## src/rtl/mb_seq_pp_accumulator.sv

```systemverilog
`default_nettype none
// ============================================================================
// Module   : mb_seq_pp_accumulator
// Brief    : Sequential radix-4 Modified Booth 16x16 signed multiplier that
//            recodes b, generates 17-bit PPs and accumulates DIGITS_PER_CYCLE
//            per clock. Optional macro MB_SEQ_FLUSH_EN adds a flush input.
// Revision : 1.0 - initial release
// ============================================================================
module mb_seq_pp_accumulator #(
  parameter int DIGITS_PER_CYCLE = 1
) (
  input  logic        clk,
  input  logic        rst_n,
  input  logic        in_valid,
  output logic        in_ready,
  input  logic [15:0] a,
  input  logic [15:0] b,
  output logic        out_valid,
  input  logic        out_ready,
  output logic [31:0] product,
  output logic        busy
`ifdef MB_SEQ_FLUSH_EN
  ,
  input  logic        flush
`endif
);

  typedef enum logic [1:0] {
    S_IDLE = 2'd0,
    S_CALC = 2'd1,
    S_DONE = 2'd2
  } state_t;

  // Cancels the 2^16 offset that each inverted sign-extension bit adds.
  localparam logic [31:0] c_acc_init = 32'hAAAB_0000;
  localparam logic [3:0]  c_dpc      = 4'(DIGITS_PER_CYCLE);

  state_t      r_state;
  logic [15:0] r_a;
  logic [15:0] r_b;
  logic [31:0] r_acc;
  logic [3:0]  r_cnt;

  logic        w_flush;
  logic [16:0] w_bx;
  logic [31:0] w_contrib [DIGITS_PER_CYCLE];
  logic [31:0] w_acc_next;
  logic [3:0]  w_cnt_next;
  logic        w_last;

`ifdef MB_SEQ_FLUSH_EN
  assign w_flush = flush;
`else
  assign w_flush = 1'b0;
`endif

  function automatic logic [16:0] pp_gen(input logic [15:0] m, input logic one,
                                         input logic two, input logic sign);
    logic [15:0] sel;
    sel = ({16{one}} & m) | ({16{two}} & {m[14:0], 1'b0});
    return {~((m[15] & (one | two)) ^ sign), sel ^ {16{sign}}};
  endfunction

  assign w_bx = {r_b, 1'b0};

  for (genvar k = 0; k < DIGITS_PER_CYCLE; k++) begin : g_digit
    logic [3:0]  w_j;
    logic [4:0]  w_sh;
    logic [2:0]  w_trip;
    logic        w_one;
    logic        w_two;
    logic        w_sign;
    logic [16:0] w_pp;

    assign w_j    = r_cnt + 4'(k);
    assign w_sh   = {w_j, 1'b0};
    // w_trip = {b[2j+1], b[2j], b[2j-1]}
    assign w_trip = 3'(w_bx >> w_sh);
    assign w_one  = w_trip[1] ^ w_trip[0];
    assign w_two  = (w_trip[2] & ~w_trip[1] & ~w_trip[0]) |
                    (~w_trip[2] & w_trip[1] & w_trip[0]);
    assign w_sign = w_trip[2];
    assign w_pp   = pp_gen(r_a, w_one, w_two, w_sign);
    assign w_contrib[k] = (32'(w_pp) << w_sh) + (32'(w_sign) << w_sh);
  end

  always_comb begin
    w_acc_next = r_acc;
    for (int k = 0; k < DIGITS_PER_CYCLE; k++) begin
      w_acc_next = w_acc_next + w_contrib[k];
    end
  end

  assign w_cnt_next = r_cnt + c_dpc;
  assign w_last     = (w_cnt_next == 4'd8);

  always_ff @(posedge clk or negedge rst_n) begin
    if (!rst_n) begin
      r_state   <= S_IDLE;
      r_a       <= '0;
      r_b       <= '0;
      r_acc     <= '0;
      r_cnt     <= '0;
      in_ready  <= 1'b1;
      out_valid <= 1'b0;
      product   <= '0;
      busy      <= 1'b0;
    end else begin
      case (r_state)
        S_IDLE: begin
          if (in_valid) begin
            r_a      <= a;
            r_b      <= b;
            r_acc    <= c_acc_init;
            r_cnt    <= '0;
            r_state  <= S_CALC;
            in_ready <= 1'b0;
            busy     <= 1'b1;
          end
        end
        S_CALC: begin
          if (w_flush) begin
            r_state  <= S_IDLE;
            r_cnt    <= '0;
            in_ready <= 1'b1;
            busy     <= 1'b0;
          end else begin
            r_acc <= w_acc_next;
            r_cnt <= w_cnt_next;
            if (w_last) begin
              r_state   <= S_DONE;
              out_valid <= 1'b1;
              product   <= w_acc_next;
            end
          end
        end
        S_DONE: begin
          // Leaving DONE never overlaps with a new accept; IDLE follows first.
          if (w_flush || out_ready) begin
            r_state   <= S_IDLE;
            out_valid <= 1'b0;
            product   <= '0;
            in_ready  <= 1'b1;
            busy      <= 1'b0;
          end
        end
        default: begin
          r_state   <= S_IDLE;
          in_ready  <= 1'b1;
          out_valid <= 1'b0;
          busy      <= 1'b0;
        end
      endcase
    end
  end

endmodule
`default_nettype wire
```

## config.mk

```make
export PLATFORM = sky130hd
export DESIGN_NAME = mb_seq_pp_accumulator
export DESIGN_NICKNAME = d
export VERILOG_FILES = /design/src/rtl/mb_seq_pp_accumulator.sv
export SDC_FILE = /design/constraint.sdc
export NUM_CORES = 1
export LEC_CHECK = 0
export CORE_MARGIN = 4
export CORE_UTILIZATION = 55
export CTS_CLUSTER_SIZE = 12
export DETAILED_ROUTE_END_ITERATION = 8
export PLACE_DENSITY_LB_ADDON = 0.25
export SETUP_SLACK_MARGIN = 0.4
export SLEW_MARGIN = 20
export SYNTH_ARGS = -nofsm -noshare
export SYNTH_HDL_FRONTEND = slang
export SYNTH_SLANG_ARGS = --single-unit
```

## constraint.sdc

```tcl
create_clock -name clk -period 7.2 [get_ports clk]
set_input_delay 1.08 -clock clk [delete_from_list [all_inputs] [get_ports clk]]
set_output_delay 1.08 -clock clk [all_outputs]
set_load 0.01 [all_outputs]
```

==> results_dict.tcl <==
set metrics [dict create \
    status "finished clean" \
    regArea_um2 2630 \
    gp_congestion 1.01 \
    drt_wl_total_um 20400 \
    yosys_warnings 0 \
    initial_utilization_pct 56.0 \
    drc 0 \
    path_cells "buf_4 -> nor2b_1 -> a221o_1 -> a21oi_2 -> buf_4 -> o21a_1 -> o41a_1 -> mux4_2 -> nor2_1 -> o21ai_1 -> fa_1 -> inv_1 -> ha_1 -> nand3_1 -> nor2_1 -> o32ai_1 -> o211ai_1 -> a41o_1 -> a211oi_1 -> o31ai_1 -> a21boi_0" \
    synth_area_leader_cell "dfrtp_1" \
    min_path_type "flop to flop" \
    dieWidth_um 127 \
    end_kind "flop" \
    fill_cells 1206 \
    cp.required_ps 7470 \
    netlist_instances 861 \
    setup.worst_path.class "flop to flop" \
    clkTransAtPathRegs_ps 70 \
    rsz0062_at_grt "yes" \
    synth_area_leaders "dfrtp_1, nand2_1, ha_1, fa_1, mux2i_1" \
    overflow 0 \
    max_stage_delay_ps 640 \
    drt-wirelength-per-cell_um 18.5 \
    dieArea_um2 16100 \
    seq_area_frac_synth_pct 33.8 \
    maxSlewViolCount 0 \
    synth_seq_cells 105 \
    slew_headroom_pct 33.2 \
    core_um2 13900 \
    synthArstFlopShare_pct 100 \
    n_antenna_cell 0 \
    synth.most_common_cell "nand2_1" \
    cts_tree "built" \
    avgViaCountPerCell 6.23 \
    grt_pass1_wl_um 33400 \
    synth.top_cells.by_count "nand2_1, dfrtp_1, ha_1, o21ai_0, clkbuf_1" \
    fp-row-count 43 \
    root_buffer "clkbuf_16" \
    avgSynthCellArea_um2 9.02 \
    ys.flop_type "dfrtp_1" \
    worst_slew_pin_slew_ps 1000 \
    syn_to_final_growth_pct 15.6 \
    synth_cell_type_count 75 \
    syn_area_um2 7770 \
    worstPathArrival_ps 6750 \
    setup_viol 0 \
    first_pass_iters 6 \
    r2r-end "r_acc[31]" \
    stdcell_count 1106 \
    hold_viol 0 \
    finalSetupTns_ps 0 \
    drt_iter0_drc 721 \
    finalCritPeriodShare_pct 90.0 \
    postCtsHoldBufs 0 \
    start_kind "flop" \
    min_period_ps 6480 \
    regToRegSetupSlack_ps 720 \
    worstPathMaxFanout 20 \
    vias 6894 \
    fin_nets 1020 \
    grt_pass1_vias 6448 \
    cts_buffer_depth 2 \
    h-tree-depth 3 \
    synth_edf_count 0 \
    insertion_delay_ps 360 \
    ios 71 \
    synth_top_area_share_pct 33.5 \
    antenna_found_initial 0 \
    cts.sinks 105 \
    grt_max_degree 56 \
    postRouteAntennaNets 0 \
    maxCapViolCount 0 \
    clock_skew_ps 8.50 \
    cp_slowest_cell "dfrtp_2" \
    max_freq_ghz 0.154 \
    regToRegStartpoint "r_cnt[0]" \
    multi_input_area_um2 4830 \
    layout-drive-gt1-share_pct 7.88 \
    grt_use_total_pct 25.7 \
    dp.cells 1087 \
    port_buffers 70 \
    die_h_um 127 \
    startpoint "r_cnt[0]" \
    reg2regPathDepth 21 \
    cts_buffers 9 \
    crit_end "r_acc[31]" \
    dp_hpwl_um 15000 \
]
[worst max-delay path: cells and delay by family, from the launching register on]
| kind | cells | cell delay, ps |
|---|---|---|
| AOI/OAI and AO/OA | 11 | 2890 |
| adders and majority gates | 2 | 870 |
| buffers and inverters | 3 | 560 |
| DFF | 1 | 640 |
| muxes | 1 | 560 |
| and+or+nand+nor | 4 | 850 |
[through the flow]
stage | setup WS, ps | util (%) | area [um^2] | hold slack, ps
after floorplan | 1750 | - | 7790 | 440
after CTS | 554 | 64.5 | 8960 | 490
after global routing | 366 | 64.7 | 8980 | 514
after global placement | 648 | 62.4 | 8660 | 460
final | 724 | 64.7 | 8980 | 483
after detailed placement | 572 | 62.4 | 8660 | 464
[placed cells by master, fill, tap and decap left out, drive strengths merged, types with 6 or more instances in the layout]
cell / count
a221o: 13
nand3: 29
buf: 23
ha: 46
or3: 7
xnor2: 14
mux4: 6
a21oi: 38
a22o: 24
o2bb2ai: 9
and3: 9
a21o: 21
nor3: 12
mux2i: 29
nor2: 37
nand2: 156
clkbuf: 12
o22ai: 10
conb: 8
o21ai: 53
fa: 17
a22oi: 7
a221oi: 6
xor2: 10
o211ai: 6
o31ai: 9
o221a: 10
inv: 37
clkdlybuf4s50: 69
dfrtp: 104
mux2: 6
[cell families after synthesis]
group	Yosys count	share of synthesized area (%)
XOR/XNOR	25	3.00
AO/OA/AOI/OAI	255	24.1
adder cells (fa/ha/maj)	63	11.8
multiplexers	41	6.35
AND/OR/NAND/NOR	284	16.3
other	1	0.0483
flip-flops	105	33.8
buffers and inverters	87	4.62
[worst min-delay path by stage]
stage	startpoint	endpoint	cells past startpoint
after floorplan	r_b[12]	r_b[12]	2
after global placement	r_b[14]	r_b[14]	2
after detailed placement	r_b[2]	r_b[2]	2
after CTS	product[9]	product[9]	2
after global routing	product[28]	product[28]	1
final	product[9]	product[9]	2
[flip-flops by register name (all words and copies together) (netlist names)]
name,flops
r_cnt,4
busy,1
in_ready,1
r_state,2
r_b,16
out_valid,1
product,32
r_a,16
r_acc,32
[layer usage]
metal	wire length, um	global-route usage [%]	up-vias
met5	0	0	-
met4	346	7.32	0
met3	1290	4.38	28
met2	9250	38.9	263
met1	9550	38.1	3322
li1	-	-	3281
[layout make-up]
class / count / share of cell area [%]
multi-input cells: 676 / 53.7
flip-flops and latches: 105 / 29.3
repair buffers: 92 / 9.61
clock buffers: 12 / 2.74
well taps: 180 / 2.51
inverters: 37 / 1.55
clock inverters: 4 / 0.585
[timing repair]
action	4_1_cts	5_1_grt
gates resized for setup	0	2
endpoints found under the setup margin	0	28
setup buffers	0	3
Power is left out: the tool's default activity adds up to more than one toggle a clock period on the data nets, which glitch-free logic cannot reach.
